[src/rtl/vga_timing_pkg.sv]
// rtl/vga_timing_pkg.sv - raster timing constants and pixel scale encoding
package vga_timing_pkg;

    localparam int VGA_H_ACTIVE = 640;
    localparam int VGA_H_FP     = 16;
    localparam int VGA_H_SYNC   = 96;
    localparam int VGA_H_BP     = 48;
    localparam int VGA_V_ACTIVE = 480;
    localparam int VGA_V_FP     = 10;
    localparam int VGA_V_SYNC   = 2;
    localparam int VGA_V_BP     = 33;
    localparam int VGA_CW       = 11;

    localparam logic [1:0] SCALE_1X = 2'd0;
    localparam logic [1:0] SCALE_2X = 2'd1;
    localparam logic [1:0] SCALE_4X = 2'd2;

    // Code 3 is reserved and saturates to the coarsest scale.
    function automatic logic [1:0] scale_shift(input logic [1:0] s);
        return (s > SCALE_4X) ? SCALE_4X : s;
    endfunction

endpackage

[src/rtl/vga_axis_counter.sv]
// rtl/vga_axis_counter.sv - one raster axis: counter, wrap flag, next-state window decode
module vga_axis_counter #(
    parameter int CW         = 11,
    parameter int TOTAL      = 800,
    parameter int ACTIVE     = 640,
    parameter int SYNC_START = 656,
    parameter int SYNC_END   = 752
) (
    input  logic          clk,
    input  logic          rst,
    input  logic          clr,
    input  logic          inc,
    output logic [CW-1:0] cnt_nxt,
    output logic          wrap,
    output logic          active_nxt,
    output logic          sync_nxt
);

    localparam logic [CW-1:0] LAST   = CW'(TOTAL - 1);
    localparam logic [CW-1:0] ACT    = CW'(ACTIVE);
    localparam logic [CW-1:0] SY_BEG = CW'(SYNC_START);
    localparam logic [CW-1:0] SY_END = CW'(SYNC_END);

    logic [CW-1:0] cnt;

    assign wrap = (cnt == LAST);

    always_comb begin
        cnt_nxt = cnt;
        if (clr)
            cnt_nxt = '0;
        else if (inc)
            cnt_nxt = wrap ? '0 : cnt + CW'(1);
    end

    // Windows are decoded from the next count so registered outputs line up with the counter.
    assign active_nxt = (cnt_nxt < ACT);
    assign sync_nxt   = (cnt_nxt >= SY_BEG) && (cnt_nxt < SY_END);

    always_ff @(posedge clk or posedge rst) begin
        if (rst)
            cnt <= '0;
        else
            cnt <= cnt_nxt;
    end

endmodule

[src/rtl/vga_timing_gen.sv]
// rtl/vga_timing_gen.sv - parametrised raster timing generator with scaled coordinates
module vga_timing_gen
    import vga_timing_pkg::*;
#(
    parameter int   H_ACTIVE = VGA_H_ACTIVE,
    parameter int   H_FP     = VGA_H_FP,
    parameter int   H_SYNC   = VGA_H_SYNC,
    parameter int   H_BP     = VGA_H_BP,
    parameter int   V_ACTIVE = VGA_V_ACTIVE,
    parameter int   V_FP     = VGA_V_FP,
    parameter int   V_SYNC   = VGA_V_SYNC,
    parameter int   V_BP     = VGA_V_BP,
    parameter logic HS_POL   = 1'b0,
    parameter logic VS_POL   = 1'b0,
    parameter int   CW       = VGA_CW
) (
    input  logic          clk,
    input  logic          rst,
    input  logic          pix_ce,
    input  logic          en,
    input  logic [1:0]    scale_x,
    input  logic [1:0]    scale_y,
    input  logic          irq_ack,
    output logic          h_sync,
    output logic          v_sync,
    output logic          de,
    output logic [CW-1:0] posx,
    output logic [CW-1:0] posy,
    output logic          line_start,
    output logic          frame_start,
    output logic          vblank_irq,
    output logic [7:0]    frame_cnt
);

    localparam int H_TOTAL = H_ACTIVE + H_FP + H_SYNC + H_BP;
    localparam int V_TOTAL = V_ACTIVE + V_FP + V_SYNC + V_BP;

    logic          running;
    logic          step, frame_wrap, load_scale, irq_set;
    logic          h_wrap, v_wrap, h_act, v_act, h_sy, v_sy;
    logic [CW-1:0] h_nxt, v_nxt;
    logic [1:0]    sx_act, sy_act, sx_nxt, sy_nxt;

    vga_axis_counter #(
        .CW(CW), .TOTAL(H_TOTAL), .ACTIVE(H_ACTIVE),
        .SYNC_START(H_ACTIVE + H_FP), .SYNC_END(H_ACTIVE + H_FP + H_SYNC)
    ) u_h_axis (
        .clk(clk), .rst(rst), .clr(~en), .inc(step),
        .cnt_nxt(h_nxt), .wrap(h_wrap), .active_nxt(h_act), .sync_nxt(h_sy)
    );

    vga_axis_counter #(
        .CW(CW), .TOTAL(V_TOTAL), .ACTIVE(V_ACTIVE),
        .SYNC_START(V_ACTIVE + V_FP), .SYNC_END(V_ACTIVE + V_FP + V_SYNC)
    ) u_v_axis (
        .clk(clk), .rst(rst), .clr(~en), .inc(step & h_wrap),
        .cnt_nxt(v_nxt), .wrap(v_wrap), .active_nxt(v_act), .sync_nxt(v_sy)
    );

    // The first pix_ce cycle after enable presents (0,0) rather than advancing.
    assign step       = en & pix_ce & running;
    assign frame_wrap = step & h_wrap & v_wrap;
    assign load_scale = en & pix_ce & (~running | (h_wrap & v_wrap));
    assign sx_nxt     = load_scale ? scale_shift(scale_x) : sx_act;
    assign sy_nxt     = load_scale ? scale_shift(scale_y) : sy_act;
    assign irq_set    = step & (h_nxt == '0) & (v_nxt == CW'(V_ACTIVE));

    always_ff @(posedge clk or posedge rst) begin
        if (rst) begin
            running     <= 1'b0;
            sx_act      <= SCALE_1X;
            sy_act      <= SCALE_1X;
            h_sync      <= ~HS_POL;
            v_sync      <= ~VS_POL;
            de          <= 1'b0;
            posx        <= '0;
            posy        <= '0;
            line_start  <= 1'b0;
            frame_start <= 1'b0;
            vblank_irq  <= 1'b0;
            frame_cnt   <= 8'd0;
        end else begin
            if (frame_wrap)
                frame_cnt <= frame_cnt + 8'd1;
            if (irq_set)
                vblank_irq <= 1'b1;
            else if (irq_ack)
                vblank_irq <= 1'b0;

            if (!en) begin
                running     <= 1'b0;
                sx_act      <= SCALE_1X;
                sy_act      <= SCALE_1X;
                h_sync      <= ~HS_POL;
                v_sync      <= ~VS_POL;
                de          <= 1'b0;
                posx        <= '0;
                posy        <= '0;
                line_start  <= 1'b0;
                frame_start <= 1'b0;
            end else if (pix_ce) begin
                running     <= 1'b1;
                sx_act      <= sx_nxt;
                sy_act      <= sy_nxt;
                h_sync      <= h_sy ? HS_POL : ~HS_POL;
                v_sync      <= v_sy ? VS_POL : ~VS_POL;
                de          <= h_act & v_act;
                posx        <= h_nxt >> sx_nxt;
                posy        <= v_nxt >> sy_nxt;
                line_start  <= (h_nxt == '0);
                frame_start <= (h_nxt == '0) && (v_nxt == '0);
            end else begin
                line_start  <= 1'b0;
                frame_start <= 1'b0;
            end
        end
    end

endmodule

[config.mk]
export PLATFORM = sky130hd
export DESIGN_NAME = vga_timing_gen
export DESIGN_NICKNAME = d
export VERILOG_FILES = /design/src/rtl/vga_timing_pkg.sv /design/src/rtl/vga_axis_counter.sv /design/src/rtl/vga_timing_gen.sv
export SDC_FILE = /design/constraint.sdc
export NUM_CORES = 1
export LEC_CHECK = 0
export ABC_AREA = 0
export BUFFER_PORTS_ARGS = -buffer_cell sky130_fd_sc_hd__buf_2
export CAP_MARGIN = 10
export CORE_MARGIN = 8
export CORE_UTILIZATION = 53
export CTS_CLUSTER_DIAMETER = 80
export DETAILED_ROUTE_END_ITERATION = 8
export PLACE_DENSITY_LB_ADDON = 0.12
export SYNTH_ARGS = -nofsm -noshare
export SYNTH_HDL_FRONTEND = slang
export SYNTH_SLANG_ARGS = --single-unit
[constraint.sdc]
create_clock -name clk -period 2.75 [get_ports clk]
set_clock_uncertainty 0.1 [all_clocks]
set_input_delay 0.55 -clock clk [delete_from_list [all_inputs] [get_ports clk]]
set_output_delay 0.55 -clock clk [all_outputs]
set_load 0.02 [all_outputs]
==> results.cfg, run 1 <==
[run_status]
outcome = complete, but fails checks
violations = setup timing

[clocking]
path_clk_slew_ps = 80
cts_tree = built
htree_num_levels = 3
clock-sinks = 63
root_buffer = clkbuf_8
cts_hold_buf = 0
numCtsBuffers = 9
clk_latency_ps = 340
cts_buffer_depth = 2

[yosys]
synth_ff_type = dfrtp_1
synth_warnings = 0
synth_edf_count = 0
postSynth.asyncResetShare_pct = 100
synth_commonest_cells = dfrtp_1, mux2i_1, nand2_1
synth_area_leaders = dfrtp_1, mux2i_1, o21ai_0, nand2_1, nand3_1
synth_top_area_cell = dfrtp_1
synthDistinctLibCells = 64
synthCells = 395
netlist.area_leader.share_pct = 41.3
synth_seq_cells = 63
synth_fp_nets = 408
ys_seq_area_share_pct = 42.7
synthMostInstantiatedCell = dfrtp_1
avgSynthCellArea_um2 = 9.36
syn_area_um2 = 3700

[floorplan]
die-area_um2 = 9900
row_count = 30
initial_utilization_pct = 54.7
io_pins = 45
die_w_um = 99.5
die_y_um = 99.5
core-area_um2 = 6760

[global_routing]
first_global_vias = 3594
grt_max_degree = 39
antenna_found_initial = 0
grt_pass1_wl_um = 17800
track_usage_pct = 22.4
grt_overflow = 0

[timing]
fmax_mhz = 349
drv_slew = 0
slew_headroom_pct = 56.4
period_minus_slack_ps = 2870
finalCritPeriodShare_pct = 104
hold_viol = 0
fin_ws_ps = -118
worstMarginPinSlew_ps = 646
finalSetupViolations = 8
setup_tns_ps = -397
grt_setup_unrepaired = yes

[worst_setup_path]
timing.rr.start = u_h_axis.cnt[5]
worst_r2r_path_depth = 8
r2r_end = frame_start
critPathKind = reg2reg
arrival_ps = 3000
cp.required_ps = 2880
worstPathMaxFanout = 8
crit_slowest_cell = or4_4
reg2reg_setup_slack_ps = -120
max_stage_delay_ps = 570
crit_path_start_kind = register
worstPathCellList = or3_4 > or4_4 > buf_6 > and3_4 > o21ai_4 > and4_4 > nand4_1 > nor4_2
crit_path_end_kind = register

[power_and_ir_drop]
vdd_ir_drop_max_uv = 372
power_density_nw_per_um2 = 422
leakagePower_nw = 2.53

[finish]
final_util_pct = 76.5
final_layout_size_suffix_gt1_share_pct = 41.3
n_antenna_cell = 0
final_nets = 528
fill_cells = 460
area_growth_pct = 39.8

[route]
finalWirelength_um = 11900
drt-wirelength-per-cell_um = 19.8
vias_per_cell = 6.15
drtAntennaViolNets = 0
drc_errors = 0
vias = 3690
drt_first_pass_iters = 6
drt-initial-drc-count = 262

[place]
hpwl_um = 7950
place_congestion = 0.910
portBuffers = 44

[worst_hold_path]
hold_class = in2async

[run]
max_cap_viol_count = 0
-- stage by stage --
step	power, mW	worst slack, ps	area, µm²	instances	hold WS [ps]
after floorplan	1.08	-111	3790	395	393
after global placement	1.16	-238	4560	570	354
after detailed placement	1.16	-272	4560	570	360
after global routing	2.24	-188	5170	600	206
final	2.18	-118	5170	600	170
after CTS	2.16	4.11	4870	588	183
-- state kept, by name (all words and copies together) (netlist names) --
name / count
v_sync: 1
vblank_irq: 1
frame_start: 1
sx_act: 2
h_sync: 1
sy_act: 2
line_start: 1
u_h_axis.cnt: 11
running: 1
posx: 11
frame_cnt: 8
de: 1
u_v_axis.cnt: 11
posy: 11
-- layout make-up --
cell class / count / area (µm²) / area share, %
clock inverters: 6 / 108 / 2.08
well taps: 80 / 100 / 1.94
flip-flops and latches: 63 / 1580 / 30.5
repair buffers: 134 / 961 / 18.6
inverters: 25 / 93.8 / 1.82
clock buffers: 10 / 138 / 2.66
multi-input cells: 282 / 2190 / 42.4
-- logic make-up (layout without fill, tap and decap cells) --
kind of cell / Yosys count / in the layout / synth area share (%)
DFF: 63 / 63 / 42.7
adders and majority gates: 4 / 4 / 1.35
buffers and inverters: 50 / 175 / 6.06
and+or+nand+nor: 145 / 145 / 21.1
muxes: 40 / 40 / 11.1
AOI/OAI and AO/OA: 80 / 80 / 14.6
xor gates and xnor gates: 13 / 13 / 3.08
-- where the power goes --
group	internal [mW]	total, mW	switching, mW
logic	0.0889	0.222	0.134
clock network	0.624	1.01	0.388
registers	0.940	0.948	0.00805
-- layer usage --
metal	track usage (%)	up-vias	share of wire, %
met3	5.03	34	7.2
li1	-	1679	-
met4	6.52	0	2.4
met5	0	-	0
met2	32.9	196	45
met1	32.0	1781	45
-- worst max-delay path: cells and delay by family (launching register included) --
| kind | cells | cell delay [ps] |
|---|---|---|
| buf+inv | 1 | 180 |
| compound gates | 1 | 190 |
| flops | 1 | 380 |
| simple gates | 6 | 1900 |
-- layout by cell type, fill, tap and decap left out, drive strengths merged, types with 5 or more instances in the layout --
master	netlist	routed
mux2	8	8
nand4	12	12
xor2	5	5
dfrtp	61	61
mux2i	32	32
o31ai	5	5
nor2	23	23
xnor2	8	8
nand3	19	19
nand2	32	32
buf	8	133
o21a	5	5
inv	25	25
a31oi	5	5
or4	5	5
nor4	9	9
nand2b	6	6
o21ai	29	29
nor3	15	15
clkbuf	17	11
a21oi	11	11
-- worst max-delay path by stage --
stage,start,endpoint,slack [ps],cells after the start
after floorplan,u_h_axis.cnt[5],frame_start,-110,12
after global placement,pix_ce,frame_start,-240,9
after detailed placement,pix_ce,frame_start,-270,9
after CTS,u_h_axis.cnt[7],posy[8],4,7
after global routing,u_h_axis.cnt[1],frame_start,-190,10
final,u_h_axis.cnt[5],frame_start,-120,8
-- timing repair --
item | in CTS | in global routing
setup buffers | 2 | 11
gates resized for setup | 11 | 50
endpoints found under the setup margin | 16 | 26
gates cloned | 0 | 1
pin swaps | 3 | 20
No activity file was read; power rests on OpenSTA's default activity.
==> inputs of run 2 (changes only) <==
--- a/config.mk
+++ b/config.mk
@@ -17,2 +17,3 @@
 export SYNTH_HDL_FRONTEND = slang
 export SYNTH_SLANG_ARGS = --single-unit
+export TNS_END_PERCENT = 5
--- a/constraint.sdc
+++ b/constraint.sdc
@@ -3,3 +3,3 @@
 set_input_delay 0.55 -clock clk [delete_from_list [all_inputs] [get_ports clk]]
 set_output_delay 0.55 -clock clk [all_outputs]
-set_load 0.02 [all_outputs]
+set_load 0.05 [all_outputs]
==> run 2 against run 1 <==
The flow still finishes with violations (setup timing). Critical path depth fell by 2. Clock power fell by 22%. Die area did not move. Final area fell by 8.3%. Core utilization fell by 6.3 points. Count of clock-buffer cells in the layout did not move. Sequential share of layout area rose by 2.8 points. Worst setup slack improved by 83 ps. Non-clock buffer count fell by 21. Combinational power fell by 5%. Global-route usage fell by 0.69 points. Critical path type unchanged. Largest power group is now sequential cells.
==> results.cfg, run 2 (synthesized netlist as in run 1, its figures left out) <==
[clocking]
path_clk_slew_ps = 80
postCtsSetupBuffers = 0
clock-sinks = 63
numCtsBuffers = 9
root_buffer = clkbuf_8
clk_latency_ps = 340
htree_num_levels = 3
cts_tree = built
cts_buffer_depth = 2

[global_routing]
track_usage_pct = 21.7
grt_pass1_wl_um = 17200
antenna_found_initial = 0
first_global_vias = 3512
grt_max_degree = 38
grt_overflow = 0

[run]
max_cap_viol_count = 0

[place]
hpwl_um = 7780
place_congestion = 0.932
portBuffers = 44

[floorplan]
die_w_um = 99.5
die_y_um = 99.5
core-area_um2 = 6760
row_count = 30
initial_utilization_pct = 54.7
io_pins = 45
die-area_um2 = 9900

[route]
drt-wirelength-per-cell_um = 18.0
vias = 3444
drt_first_pass_iters = 5
dr.max_layer_used = met4
vias_per_cell = 5.95
route.met2.wl_um = 4710
finalWirelength_um = 10400
dr_wl_met3_um = 605
m1WireLength_um = 5010
drtAntennaViolNets = 0
drt-initial-drc-count = 243
drc_errors = 0

[finish]
final_nets = 507
area_growth_pct = 28.3
final_layout_size_suffix_gt1_share_pct = 33.1
final_util_pct = 70.2
mostFrequentLayoutCell = buf_4
mostFrequentLayoutCells = buf_4, dfrtp_1, buf_2, nand2_1, mux2i_1
n_antenna_cell = 0

[timing]
fin_ws_ps = -35.5
fmax_mhz = 359
holdWs_ps = 172
hold_viol = 0
worstMarginPinSlew_ps = 640
finalSetupViolations = 2
slew_headroom_pct = 56.8
grt_setup_unrepaired = yes
period_minus_slack_ps = 2790
drv_slew = 0
finalCritPeriodShare_pct = 101

[power_and_ir_drop]
leakagePower_nw = 2.37
vdd_ir_drop_max_uv = 339
power_density_nw_per_um2 = 410

[worst_setup_path]
worstPathMaxFanout = 11
cp.required_ps = 2900
reg2reg_setup_slack_ps = -40
crit_slowest_cell = or4_4
arrival_ps = 2940
worstPathCellList = or3_4 > or4_4 > nor3_1 > o21ai_2 > or4_4 > o32ai_2
r2r_end = vblank_irq
timing.rr.start = u_h_axis.cnt[7]
critPathKind = reg2reg
crit_top_cell = or4_4
worst_r2r_path_depth = 6
crit_path_end_kind = register
crit_path_start_kind = register
max_stage_delay_ps = 580

[run_status]
outcome = complete, but fails checks
violations = setup timing

[worst_hold_path]
hold_class = in2async
==> run 2: metal layers <==
metal / vias up / global-route usage (%)
li1: 1634 / -
met1: 1674 / 30.4
met2: 126 / 32.9
met3: 10 / 3.98
met4: 0 / 7.10
met5: - / 0
==> run 2: what timing repair did <==
item,CTS,global route
gates resized for setup,4,16
pin swaps,4,2
hold buffers,0,0
endpoints found under the setup margin,9,24
==> run 2: stage by stage <==
step           setup TNS [ps]  total power [mW]  cell area [µm²]  cells  setup slack, ps
5_1_grt                 -1020              2.01             4740    579             -183
3_5_place_dp            -1380              1.17             4470    563             -188
4_1_cts                 -99.1              1.94             4670    579            -42.4
3_3_place_gp             -580              1.17             4470    563             -146
2_1_floorplan           -1100              1.10             3750    395             -111
6_report                -49.6              1.94             4740    579            -35.5
==> run 2: where the power goes <==
| part | total (mW) | switching [mW] | internal [mW] |
|---|---|---|---|
| Clock | 0.785 | 0.370 | 0.415 |
| Combinational | 0.212 | 0.138 | 0.0741 |
| Sequential | 0.948 | 0.00738 | 0.940 |
==> run 2: how the worst max path moves through the flow <==
stage,startpoint,endpoint,slack (ps)
after floorplan,u_h_axis.cnt[5],frame_start,-110
after global placement,pix_ce,posy[5],-150
after detailed placement,pix_ce,posy[5],-190
after CTS,u_h_axis.cnt[7],posy[5],-40
after global routing,u_h_axis.cnt[7],vblank_irq,-180
final,u_h_axis.cnt[7],vblank_irq,-40
==> run 2: area by class of cell <==
| type | count | area [µm²] |
|---|---|---|
| Sequential cell | 63 | 1580 |
| Multi-Input combinational cell | 282 | 2020 |
| Clock inverter | 6 | 61.3 |
| Fill cell | 532 | 2020 |
| Clock buffer | 10 | 128 |
| Tap cell | 80 | 100 |
| Timing Repair Buffer | 113 | 758 |
| Inverter | 25 | 93.8 |
==> run 2: worst max-delay path, delay by kind of cell (launching register included) <==
kind             cells  cell delay, ps
AND/OR/NAND/NOR      4            1820
AO/OA/AOI/OAI        2             380
flip-flops           1             380
